## src/rtl/score_display_pkg.sv

```systemverilog
// Segment/anode constants shared by the score display driver and its decoder.
// Segment order is {g,f,e,d,c,b,a}, all active-low.
package score_display_pkg;

  localparam logic [6:0] SEG_BLANK = 7'b1111111;
  localparam logic [6:0] SEG_DASH  = 7'b0111111;
  localparam logic [6:0] SEG_0     = 7'b1000000;
  localparam logic [6:0] SEG_1     = 7'b1111001;
  localparam logic [6:0] SEG_2     = 7'b0100100;
  localparam logic [6:0] SEG_3     = 7'b0110000;
  localparam logic [6:0] SEG_4     = 7'b0011001;
  localparam logic [6:0] SEG_5     = 7'b0010010;
  localparam logic [6:0] SEG_6     = 7'b0000010;
  localparam logic [6:0] SEG_7     = 7'b1111000;
  localparam logic [6:0] SEG_8     = 7'b0000000;
  localparam logic [6:0] SEG_9     = 7'b0010000;

  localparam logic [3:0] AN_OFF    = 4'b1111;
  localparam logic [1:0] IDX_RESET = 2'd3;

  // Active-low one-hot anode enable for a digit index.
  function automatic logic [3:0] an_select(input logic [1:0] idx);
    return ~(4'b0001 << idx);
  endfunction

endpackage

```

## src/rtl/score_display_driver_seg7_decoder.sv

```systemverilog
// Combinational BCD to active-low seven-segment decoder; non-BCD nibbles
// render as a dash so corrupted scores are visible rather than misleading.
module seg7_decoder
  import score_display_pkg::*;
(
  input  logic [3:0] bcd,
  output logic [6:0] seg
);

  always_comb begin
    seg = SEG_DASH;
    case (bcd)
      4'd0:    seg = SEG_0;
      4'd1:    seg = SEG_1;
      4'd2:    seg = SEG_2;
      4'd3:    seg = SEG_3;
      4'd4:    seg = SEG_4;
      4'd5:    seg = SEG_5;
      4'd6:    seg = SEG_6;
      4'd7:    seg = SEG_7;
      4'd8:    seg = SEG_8;
      4'd9:    seg = SEG_9;
      default: seg = SEG_DASH;
    endcase
  end

endmodule

```

## src/rtl/score_display_driver.sv

```systemverilog
// Scans a 4-digit packed-BCD score onto a multiplexed common-anode display,
// with per-frame shadowing and leading-zero blanking. Define SCORE_BLINK_EN to blink while FROZEN.
module score_display_driver
  import score_display_pkg::*;
#(
  parameter int CLK_HZ   = 100000000,
  parameter int SCAN_HZ  = 1000,
  parameter int BLINK_HZ = 2
) (
  input  logic        CLK,
  input  logic        RESET,
  input  logic [15:0] SCORE,
  input  logic        FROZEN,
  output logic [3:0]  AN,
  output logic [6:0]  SEG,
  output logic        DP
);

  localparam int          SCAN_DIV  = CLK_HZ / SCAN_HZ;
  localparam logic [31:0] SCAN_LAST = 32'(SCAN_DIV - 1);

  logic [31:0] scan_cnt_reg;
  logic [1:0]  idx_reg;
  logic [15:0] shadow_reg;
  logic        live_reg;

  logic        tick;
  logic [1:0]  idx_next;
  logic [15:0] shadow_next;
  logic        live_next;
  logic [3:0]  nib_zero;
  logic [3:0]  blank;
  logic [3:0]  digit_sel;
  logic [6:0]  seg_dec;
  logic        phase_on_next;
  logic        digit_shown;
  logic [3:0]  an_next;
  logic [6:0]  seg_next;

  assign tick        = (scan_cnt_reg == SCAN_LAST);
  assign idx_next    = tick ? idx_reg + 2'd1 : idx_reg;
  // Latch only on the 3->0 step so a frame is drawn from one consistent score.
  assign shadow_next = (tick && idx_reg == 2'd3) ? SCORE : shadow_reg;
  assign live_next   = live_reg | tick;

  generate
    for (genvar gi = 0; gi < 4; gi++) begin : g_nib_zero
      assign nib_zero[gi] = (shadow_next[gi*4 +: 4] == 4'd0);
    end
  endgenerate

  always_comb begin
    blank    = 4'b0000;
    blank[3] = nib_zero[3];
    blank[2] = blank[3] & nib_zero[2];
    blank[1] = blank[2] & nib_zero[1];
  end

  assign digit_sel = shadow_next[{idx_next, 2'b00} +: 4];

  seg7_decoder u_dec (
    .bcd (digit_sel),
    .seg (seg_dec)
  );

`ifdef SCORE_BLINK_EN
  localparam int          BLINK_HALF = CLK_HZ / (2 * BLINK_HZ);
  localparam logic [31:0] BLINK_LAST = 32'(BLINK_HALF - 1);

  logic [31:0] blink_cnt_reg;
  logic        phase_on_reg;

  always_comb begin
    phase_on_next = phase_on_reg;
    if (!FROZEN)
      phase_on_next = 1'b1;
    else if (blink_cnt_reg == BLINK_LAST)
      phase_on_next = ~phase_on_reg;
  end

  always_ff @(posedge CLK) begin
    if (RESET) begin
      blink_cnt_reg <= 32'd0;
      phase_on_reg  <= 1'b1;
    end else if (!FROZEN) begin
      blink_cnt_reg <= 32'd0;
      phase_on_reg  <= 1'b1;
    end else begin
      blink_cnt_reg <= (blink_cnt_reg == BLINK_LAST) ? 32'd0 : blink_cnt_reg + 32'd1;
      phase_on_reg  <= phase_on_next;
    end
  end
`else
  localparam int blink_hz_unused = BLINK_HZ;
  logic frozen_unused;
  assign frozen_unused = FROZEN;
  assign phase_on_next = 1'b1;
`endif

  // Blink gates only the anodes; segments keep following the scan.
  assign digit_shown = live_next & ~blank[idx_next];
  assign an_next     = (digit_shown && phase_on_next) ? an_select(idx_next) : AN_OFF;
  assign seg_next    = digit_shown ? seg_dec : SEG_BLANK;

  always_ff @(posedge CLK) begin
    if (RESET) begin
      scan_cnt_reg <= 32'd0;
      idx_reg      <= IDX_RESET;
      shadow_reg   <= 16'd0;
      live_reg     <= 1'b0;
      AN           <= AN_OFF;
      SEG          <= SEG_BLANK;
      DP           <= 1'b1;
    end else begin
      scan_cnt_reg <= tick ? 32'd0 : scan_cnt_reg + 32'd1;
      idx_reg      <= idx_next;
      shadow_reg   <= shadow_next;
      live_reg     <= live_next;
      AN           <= an_next;
      SEG          <= seg_next;
      DP           <= 1'b1;
    end
  end

endmodule

```

## config.mk

```make
export PLATFORM = sky130hd
export DESIGN_NAME = score_display_driver
export DESIGN_NICKNAME = d
export VERILOG_FILES = /design/src/rtl/score_display_pkg.sv /design/src/rtl/score_display_driver_seg7_decoder.sv /design/src/rtl/score_display_driver.sv
export SDC_FILE = /design/constraint.sdc
export NUM_CORES = 1
export LEC_CHECK = 0
export ABC_AREA = 0
export CORE_ASPECT_RATIO = 1.4
export CORE_MARGIN = 2
export CORE_UTILIZATION = 59
export CTS_BUF_LIST = sky130_fd_sc_hd__clkbuf_8
export DETAILED_ROUTE_END_ITERATION = 12
export PLACE_DENSITY = 0.82
export SLEW_MARGIN = 0
export SYNTH_ARGS = -nofsm -noshare
export SYNTH_HDL_FRONTEND = slang
export SYNTH_HIERARCHICAL = 1
export SYNTH_SLANG_ARGS = --single-unit
```

## constraint.sdc

```tcl
create_clock -name CLK -period 3.9 [get_ports CLK]
set_input_delay 0.585 -clock CLK [delete_from_list [all_inputs] [get_ports CLK]]
set_output_delay 0.585 -clock CLK [all_outputs]
set_load 0.1 [all_outputs]
```

# Word level (Yosys, flattened, before mapping)
# Memories as Yosys holds them, arrays and structs flattened. A register that Yosys moved wholly into a read port is not among the register bits.
# Index checks and enable logic that the tools add are counted.
# W data, S select, Z words.
[totals] register_bits=55 mem_bits_ro=112 output_inout_bits=12 input_bits=19 n_memories=1 wordCells=30
[memory_table] memory="(no name shown)" depth=16 word_bits=7 rd=1 rd_ports_with_merged_regs=1 wr=0 line="score_display_driver_seg7_decoder.sv:12" text="case (bcd)"
[op_classes] addsub=2 n_mux=4 reduce_logical=6 n_shift=2 eq_ne=2 n_lt_le_gt_ge=1 bitwise_logic=7
[ops] op="$add A32 B1 Y32 const B" n=1
[ops] op="$eq A32 B17 Y1 const B" n=1
[ops] op="$mux W16" n=1
[ops] op="$shiftx A16 B5 Y4" n=1
[ops] op="$logic_not A4 Y1" n=3
[ops] op="$not A4 Y4" n=1
[ops] op="$reduce_or A2 Y1" n=2
[ops] op="$shl A1 B2 Y4 const A" n=1
[ops] op="$and A1 B1 Y1" n=3
[ops] op="$lt A2 B3 Y1 const B" n=1
[ops] op="$add A2 B1 Y2 const B" n=1
[ops] op="$bmux W1 S2" n=1
[ops] op="$eq A2 B2 Y1 const B" n=1
[ops] op="$mux W2" n=1
[ops] op="$not A1 Y1" n=2
[ops] op="$logic_and A1 B1 Y1" n=1
[ops] op="$mux W1" n=1
[ops] op="$or A1 B1 Y1" n=1

# Logic depth before layout (Yosys ltp)
# Gate-level depths: netlist of the first run.
[depth] word_depth=12 depth_mapped=14 ltp_nobuf=12

# Hierarchy
# The synthesis of the first run kept the hierarchy.
[modules_own_cells] module="score_display_driver" cells_per_inst=291 area_per_inst_um2=2755.1 seq_area_each_um2=1241.2 instances=1
[modules_own_cells] module="seg7_decoder" cells_per_inst=31 area_per_inst_um2=240.2 seq_area_each_um2=0.0 instances=1

# Worst setup path before layout of the first run
# Ideal clock, no wire load.
[synth_timing] path_type="register to register" start="register scan_cnt_reg[0]" end="register SEG[1]" setup_ns=0.144 t_required_ns=3.756 slack_ns=0.613 stages_incl_launch_ff=15 synth_period_minus_slack_ns=3.287 arrival_time_ns=3.142 path_buffers=2 path_cell_list="dfxtp_1 > ha_1 > and4_1 > nand2_1 > or4_1 > buf_6 > buf_6 > mux2_4 > mux4_2 > inv_1 > ha_1 > nor2_1 > nor2_1 > nor2_1 > nand2_1"
[synth_between] elab_cells_between_ends=17 classes_between="1 x eq/ne; 1 x shift; 4 x mux; 6 x bitwise; 5 x reduce/logical"
[synth_lines] item="from (decl)" line="score_display_driver.sv:22" text="logic [31:0] scan_cnt_reg;"
[synth_lines] item="from (signal assigned)" line="score_display_driver.sv:115" text="scan_cnt_reg <= tick ? 32'd0 : scan_cnt_reg + 32'd1;"
[synth_lines] item="$eq A32 B17 Y1 *" line="score_display_driver.sv:40" text="assign tick = (scan_cnt_reg == SCAN_LAST);"
[synth_lines] item="$logic_and A1 B1 Y1" line="score_display_driver.sv:43" text="assign shadow_next = (tick && idx_reg == 2'd3) ? SCORE : shadow_reg;"
[synth_lines] item="$mux W16" line="score_display_driver.sv:43"
[synth_lines] item="$shiftx A16 B5 Y4 *" line="score_display_driver.sv:59" text="assign digit_sel = shadow_next[{idx_next, 2'b00} +: 4];"
[synth_lines] item="named net digit_sel[1]" line="score_display_driver.sv:33" text="logic [3:0] digit_sel;"
[synth_lines] item="to (decl)" line="score_display_driver.sv:15" text="output logic [6:0] SEG,"
# The timed path passes the listed nets; every way through them passes the cells marked *. The select of a mux whose other input is x is not followed.
# A chain may end at the register's enable or synchronous reset.

# Final worst setup path of the first run
# Ends and elaborated chain as after synthesis.

==> results.md, run 1 <==
- Clock tree buffer depth: 2
- Die X: roughly 64 µm
- Number of synthesis warnings: 6
- Layout cells sized above 1: 11.5%
- Peak supply drop: roughly 0.30 mV
- Worst-path clk slew: around 0.06 ns
- Post-Synth XOR/XNOR Area: a little under a tenth
- Post-CTS Hold Fix Bufs: 0
- Worst endpoint required time: about 4.1 ns
- H-tree levels: 3
- Final total power: roughly 1.2 mW
- Max_slew headroom: a little over a third
- Synth Cell Area: about 0.0030 mm²
- CP top delay family: simple AND/OR/NAND/NOR gates
- Skew final: approximately 0.0064 ns
- CTS Root Cell: clkbuf_8
- Unrepaired setup endpoints after global routing: false
- Share of the synthesized area in the top cell type: 41.4%
- Final period util: between 80% and 90%
- Max Cap Violations: 0
- Final hold viol count: 0
- Vias post-DR: between 2,000 and 2,500
- First-pass GRT wire length: around 9900 µm
- GPL Wtd Cong: around 0.82
- Drt initial violations: 96
- Placed cell area: roughly 0.0033 mm²
- Synth area leader: dfxtp_1
- Cell Chain, Critical Path: ha_1 > and4_1 > nand2_1 > or4_1 > buf_4 > mux2_4 > mux4_2 > inv_1 > ha_1 > nor2_1 > nor2_1 > nor2_1 > nand2_1
- Placed cell count: just over 400
- Netlist cell types: 44
- Number of flip-flops in the largest register: 32
- Worst hold-check path type: reg -> reg
- Ys async rst share: 0%
- Multi-input gate area in the final layout: ~0.0016 mm²
- Antenna fix cells: 0
- F_max: approximately 290 MHz
- Mean area per synthesized cell: 9.30 µm²
- Routed Wire Length: between 5000 and 6000 µm
- Post-synthesis adder-cell area fraction: under 10%
- Worst setup EP type: flip-flop
- Die area: about 0.0057 mm²
- Final Critical Period: around 3.5 ns
- Crit Path Max Fanout: 18
- Drt wl/cell: approximately 14 µm
- Ys flop type: dfxtp_1
- Pwr Density: between 300 and 400 mW/mm²
- Largest net degree at the start of global routing: 32
- IO buf count: 28
- Final setup viols: 0
- Rows: 30
- LEAKAGE: roughly 1.4 nW
- Design Area, Final: between 0.003 and 0.004 mm²
- Crit start category: flip-flop
- Critical path type: reg -> reg
- Fillers: about 390
- Post-synthesis simple-gate area fraction: 27.2%
- Crit path arrival time: about 3.7 ns
- Routed vias/inst: roughly 5.4
- Post-DP HPWL: 4210 µm
- Cell count after synthesis: roughly 320
- Sequential area share after synthesis: 41.4%
- Total GRT Usage: between 20 and 25%
- Die height: ~88 µm
- Detailed Routing Iterations Pass 1: 4
- Outcome: finished clean
- Critical Path Slowest Stage Cell: mux4_2
- Syn_nets: ~350
- Io pins: 31
- Initial antenna violation count: 0
- Sink Count: 62
- CTS tree: yes
- Worst Path Buf+Inv: 2
- NumNets Final: between 300 and 400
- GRT Residual Overflow: 0
- CP most frequent cell: nor2_1
- Vias in the first global route: roughly 2,300
- Slowest cell delay on critical path: between 0.5 and 0.6 ns
- Synth area leaders: dfxtp_1 (41%), nor2_1 (6.4%), xor2_1 (5.8%)
- Setup TNS: 0 ns
- Non-filler cells, final: 421
- Postcts setup bufs: 0
- Largest family of logic cells by synthesized area: simple AND/OR/NAND/NOR gates
- Core area: 0.00488 mm²
- Slew Limit Fails: 0
- Worst-margin pin slew: 0.963 ns
- Post-cts resize count: 0
- Worst R2R Start: scan_cnt_reg[0]$_SDFF_PP0_
- Post-synth EDFFs: 0
- Mux cell area share after synthesis: 11.9%
- TritonCTS buffer count: 9
- Compound-Gate Fraction of Synth Area: between 3 and 4%
- ANT nets after route: 0
- Initial Utilization: approximately three fifths
- Register Area: about 0.0012 mm²
- Skew-Pair Late Insertion Delay: 0.34 ns
- Critical Path Source: scan_cnt_reg[0]$_SDFF_PP0_
- Synthesized flop and latch total: between 60 and 70
- Residual DRC: 0
- Synth-to-layout area growth: 15.8%
- Worst Min Path Start: scan_cnt_reg[0]$_SDFF_PP0_
==> per-stage QoR <==
stage / util [%] / setup WS [ns] / hold WS (ns)
after floorplan: - / 0.613 / 0.430
after global placement: 67.7 / 0.472 / 0.441
after CTS: 71.1 / 0.402 / 0.473
after detailed placement: 67.7 / 0.419 / 0.457
after global routing: 71.1 / 0.186 / 0.513
final: 71.1 / 0.417 / 0.471
==> worst register-to-register path: cells and delay by family, from the launching register on <==
kind | cells | cell delay (ns)
buffers and inverters | 2 | 0.37
and+or+nand+nor | 7 | 1.21
muxes | 2 | 0.91
DFF | 1 | 0.37
adders and majority gates | 2 | 0.47
==> power breakdown <==
group          internal, mW  leakage [nW]  switching, mW
Sequential            0.636         0.500        0.00254
Combinational        0.0196         0.796         0.0198
Clock                 0.239        0.0944          0.235
Total                 0.895          1.39          0.258
==> per-layer routing <==
| metal | share of wire, % | up-vias | GRT usage [%] |
|---|---|---|---|
| met2 | 53 | 42 | 42.0 |
| met5 | 0 | - | 0 |
| li1 | - | 1164 | - |
| met1 | 41 | 1070 | 23.9 |
| met3 | 3.5 | 12 | 6.62 |
| met4 | 2.2 | 0 | 8.70 |
==> path summary, 6_finish.rpt <==
path | end | slack (ns) | cells after the start
min reg2reg | scan_cnt_reg[0]$_SDFF_PP0_ | 0.47 | 1
min | scan_cnt_reg[0]$_SDFF_PP0_ | 0.47 | 1
max reg2reg | SEG[1]$_SDFF_PP1_ | 0.42 | 13
max | SEG[1]$_SDFF_PP1_ | 0.42 | 13
==> kinds of logic after synthesis <==
group	count (synthesis)
other	1
and+or+nand+nor	158
buffers and inverters	22
adders and majority gates	7
AOI/OAI and AO/OA	16
xor gates and xnor gates	31
DFF	62
muxes	25
==> cell usage after synthesis, types with 2 or more instances <==
cell type / n
nor2_1: 51
nand2b_1: 4
or2_1: 2
mux2_4: 9
nor3_1: 5
buf_1: 2
inv_1: 9
nand2_1: 24
nor4_1: 11
buf_6: 4
or4_1: 8
mux2_2: 8
ha_1: 7
dfxtp_1: 62
o21ai_0: 3
nand4_1: 8
mux4_2: 4
a22oi_1: 2
clkbuf_1: 5
xor2_1: 20
mux2i_1: 3
xnor2_1: 11
nand3_1: 13
o31ai_1: 2
and4_1: 3
nor2b_1: 16
a21oi_1: 4
and3_1: 6
==> cells in the final DEF, fill, tap and decap left out, drive strengths merged, types with 2 or more instances in the layout <==
cell | netlist | final
and2b | 2 | 2
nor2 | 51 | 51
nand2 | 24 | 24
nand3 | 13 | 13
nor4 | 11 | 11
o21ai | 3 | 3
o31ai | 2 | 2
clkinv | 0 | 3
mux2 | 18 | 18
or2 | 2 | 2
mux4 | 4 | 4
a21oi | 4 | 4
ha | 7 | 7
dfxtp | 62 | 62
and3 | 6 | 6
nor2b | 17 | 17
a22oi | 2 | 2
or4 | 8 | 8
inv | 9 | 11
xnor2 | 11 | 11
xor2 | 20 | 20
nor3 | 5 | 5
clkdlybuf4s50 | 0 | 28
and4 | 3 | 3
nand4 | 8 | 8
mux2i | 3 | 3
nand2b | 4 | 4
buf | 8 | 4
clkbuf | 5 | 10
==> area by class of cell <==
type	instances	share of cell area, %
inverter	9	0.974
clock buffer	10	3.97
multi-input combinational	238	47.2
tap	64	2.31
sequential	62	35.8
timing repair buffer	32	8.94
clock inverter	6	0.865
No activity file was read; power rests on OpenSTA's default activity.
==> run 2: changes to the inputs <==
==> constraint.sdc (replaced) <==
create_clock -name CLK -period 3.9 [get_ports CLK]
set_input_delay 0.39 -clock CLK [delete_from_list [all_inputs] [get_ports CLK]]
set_output_delay 0.39 -clock CLK [all_outputs]
set_load 0.1 [all_outputs]
==> run 2 against run 1 <==
Compared with the run above:
- sequential share of layout area fell by 0.56 points
- flip-flop and latch count did not move
- non-clock buffer count did not move
- combinational power fell by 2%
- critical path depth did not move
- highest routed layer unchanged
==> results.md, run 2 (synthesis gave the netlist of run 1 again) <==
- Synth-to-layout area growth: 17.7%
- Crit path arrival time: 3.73 ns (+0.05 ns)
- Detailed Routing Iterations Pass 1: 4 (unchanged)
- Final total power: 1.31 mW (+13%)
- Slowest cell delay on critical path: 0.59 ns (+0.02 ns)
- Final setup viols: 0 (unchanged)
- Worst hold-check path type: reg -> reg
- Non-filler cells, final: 421 (unchanged)
- Die height: 88.3 µm (unchanged)
- Residual DRC: 0 (unchanged)
- Initial antenna violation count: 0 (unchanged)
- GRT Residual Overflow: 0 (unchanged)
- Unrepaired setup endpoints after global routing: false
- GPL Wtd Cong: 0.822 (+0.60%)
- Pwr Density: 370 mW/mm² (+12%)
- Number of flip-flops in the largest register: 32 (unchanged)
- End-of-flow core utilization: 72.2% (+1.1 points)
- CTS Root Cell: clkbuf_8
- Peak supply drop: 0.257 mV (-14%)
- Cell Chain, Critical Path: ha_1 > and4_1 > nand2_1 > or4_1 > buf_4 > mux2_4 > mux4_2 > inv_1 > ha_1 > or2b_1 > a31oi_1 > nor2_1 > nand2_1
- Die X: 64.2 µm (unchanged)
- Fillers: 372 (-5.1%)
- Rows: 30 (unchanged)
- Routed vias/inst: 5.48 (+0.83%)
- First-pass GRT wire length: 10,000 µm (+1.5%)
- Layout cells sized above 1: 12.0% (+0.56 points)
- Final setup margin: 0.371 ns (-0.0461 ns)
- Io pins: 31 (unchanged)
- Setup TNS: 0 ns (unchanged)
- Core area: 0.00488 mm² (unchanged)
- Largest net degree at the start of global routing: 32 (unchanged)
- Vias in the first global route: 2,277 (+1.1%)
- Worst setup EP type: flip-flop
- Drt wl/cell: 14.0 µm (+3.7%)
- Multi-input gate area in the final layout: 0.00164 mm² (unchanged)
- LEAKAGE: 1.41 nW (+1.1%)
- Worst-path clk slew: 0.07 ns (about the same)
- Slew Limit Fails: 0 (unchanged)
- Initial Utilization: 61.4% (unchanged)
- Postcts setup bufs: 0 (unchanged)
- Vias post-DR: 2,307 (+0.83%)
- ANT nets after route: 0 (unchanged)
- Worst endpoint required time: 4.10 ns (about the same)
- Design Area, Final: 0.00352 mm² (+1.6%)
- F_max: 283 MHz (-1.3%)
- NumNets Final: 378 (unchanged)
- Sink Count: 62 (unchanged)
- Crit Path Max Fanout: 18 (unchanged)
- Final Critical Period: 3.53 ns (+0.0461 ns)
- Antenna fix cells: 0 (unchanged)
- CTS tree: yes
- Register Area: 0.00124 mm² (unchanged)
- Clock tree buffer depth: 2 (unchanged)
- DP Worst Slack: 0.405 ns (-0.0136 ns)
- Final period util: 90.5% (+1.2 points)
- Final hold viol count: 0 (unchanged)
- Commonest non-fill, non-tap cell in the layout: dfxtp_1
- Outcome: finished clean
- Total GRT Usage: 23.3% (+0.78 points)
- Die area: 0.00567 mm² (unchanged)
- Worst-margin pin slew: 0.965 ns (+0.00225 ns)
- Max_slew headroom: 35.5% (-0.15 points)
- Skew-Pair Late Insertion Delay: 0.35 ns (about the same)
- Critical Path Slowest Stage Cell: mux4_2
- R2R cell count: 13 (unchanged)
- H-tree levels: 3 (unchanged)
- Most frequent cells in the layout: dfxtp_1 (62), nor2_1 (51), clkdlybuf4s50_1 (28)
- Crit start category: flip-flop
- Skew final: 0.00645 ns (+0.0000294 ns)
- Critical path type: reg -> reg
- Routed Wire Length: 5900 µm (+3.7%)
- Placed cell area: 0.00330 mm² (unchanged)
- Placed cell count: 405 (unchanged)
- IO buf count: 28 (unchanged)
- Post-DP HPWL: 4160 µm (-1.2%)
- Post-CTS Hold Fix Bufs: 0 (unchanged)
- TritonCTS buffer count: 9 (unchanged)
- Post-cts resize count: 0 (unchanged)
- Hold_ws: 0.463 ns (-0.00743 ns)
- Max Cap Violations: 0 (unchanged)
- Cell depth of the worst hold path: 1 (unchanged)
- Drt initial violations: 103 (+7.3%)
run 2: final cells by class:
type / instances / area share (%)
inverters: 9 / 0.958
clock inverters: 7 / 2.80
repair buffers: 32 / 8.80
clock buffers: 9 / 3.51
flip-flops and latches: 62 / 35.2
well taps: 64 / 2.27
multi-input cells: 238 / 46.4
run 2: final timing paths:
| check | from | to | slack [ns] |
|---|---|---|---|
| worst max register to register | scan_cnt_reg[0]$_SDFF_PP0_ | SEG[4]$_SDFF_PP1_ | 0.37 |
| worst max-delay path | scan_cnt_reg[0]$_SDFF_PP0_ | SEG[4]$_SDFF_PP1_ | 0.37 |
| worst min register to register | scan_cnt_reg[0]$_SDFF_PP0_ | scan_cnt_reg[0]$_SDFF_PP0_ | 0.46 |
| worst min-delay path | scan_cnt_reg[0]$_SDFF_PP0_ | scan_cnt_reg[0]$_SDFF_PP0_ | 0.46 |
run 2: critical path: cells and delay by family (launching register included):
family                     cells  cell delay, ns
and+or+nand+nor                6            1.17
muxes                          2            0.92
adders and majority gates      2            0.40
buffers and inverters          2            0.39
DFF                            1            0.37
AOI/OAI and AO/OA              1            0.11
run 2: layer usage:
metal  track usage (%)  part of all wire (%)
met2              42.8                    53
met3              5.09                   3.4
met4              13.3                   3.0
met5                 0                     0
met1              24.5                    41
run 2: power by group:
part	internal [mW]	total [mW]	switching (mW)
Combinational	0.0195	0.0387	0.0192
Clock	0.361	0.629	0.268
Sequential	0.635	0.638	0.00245
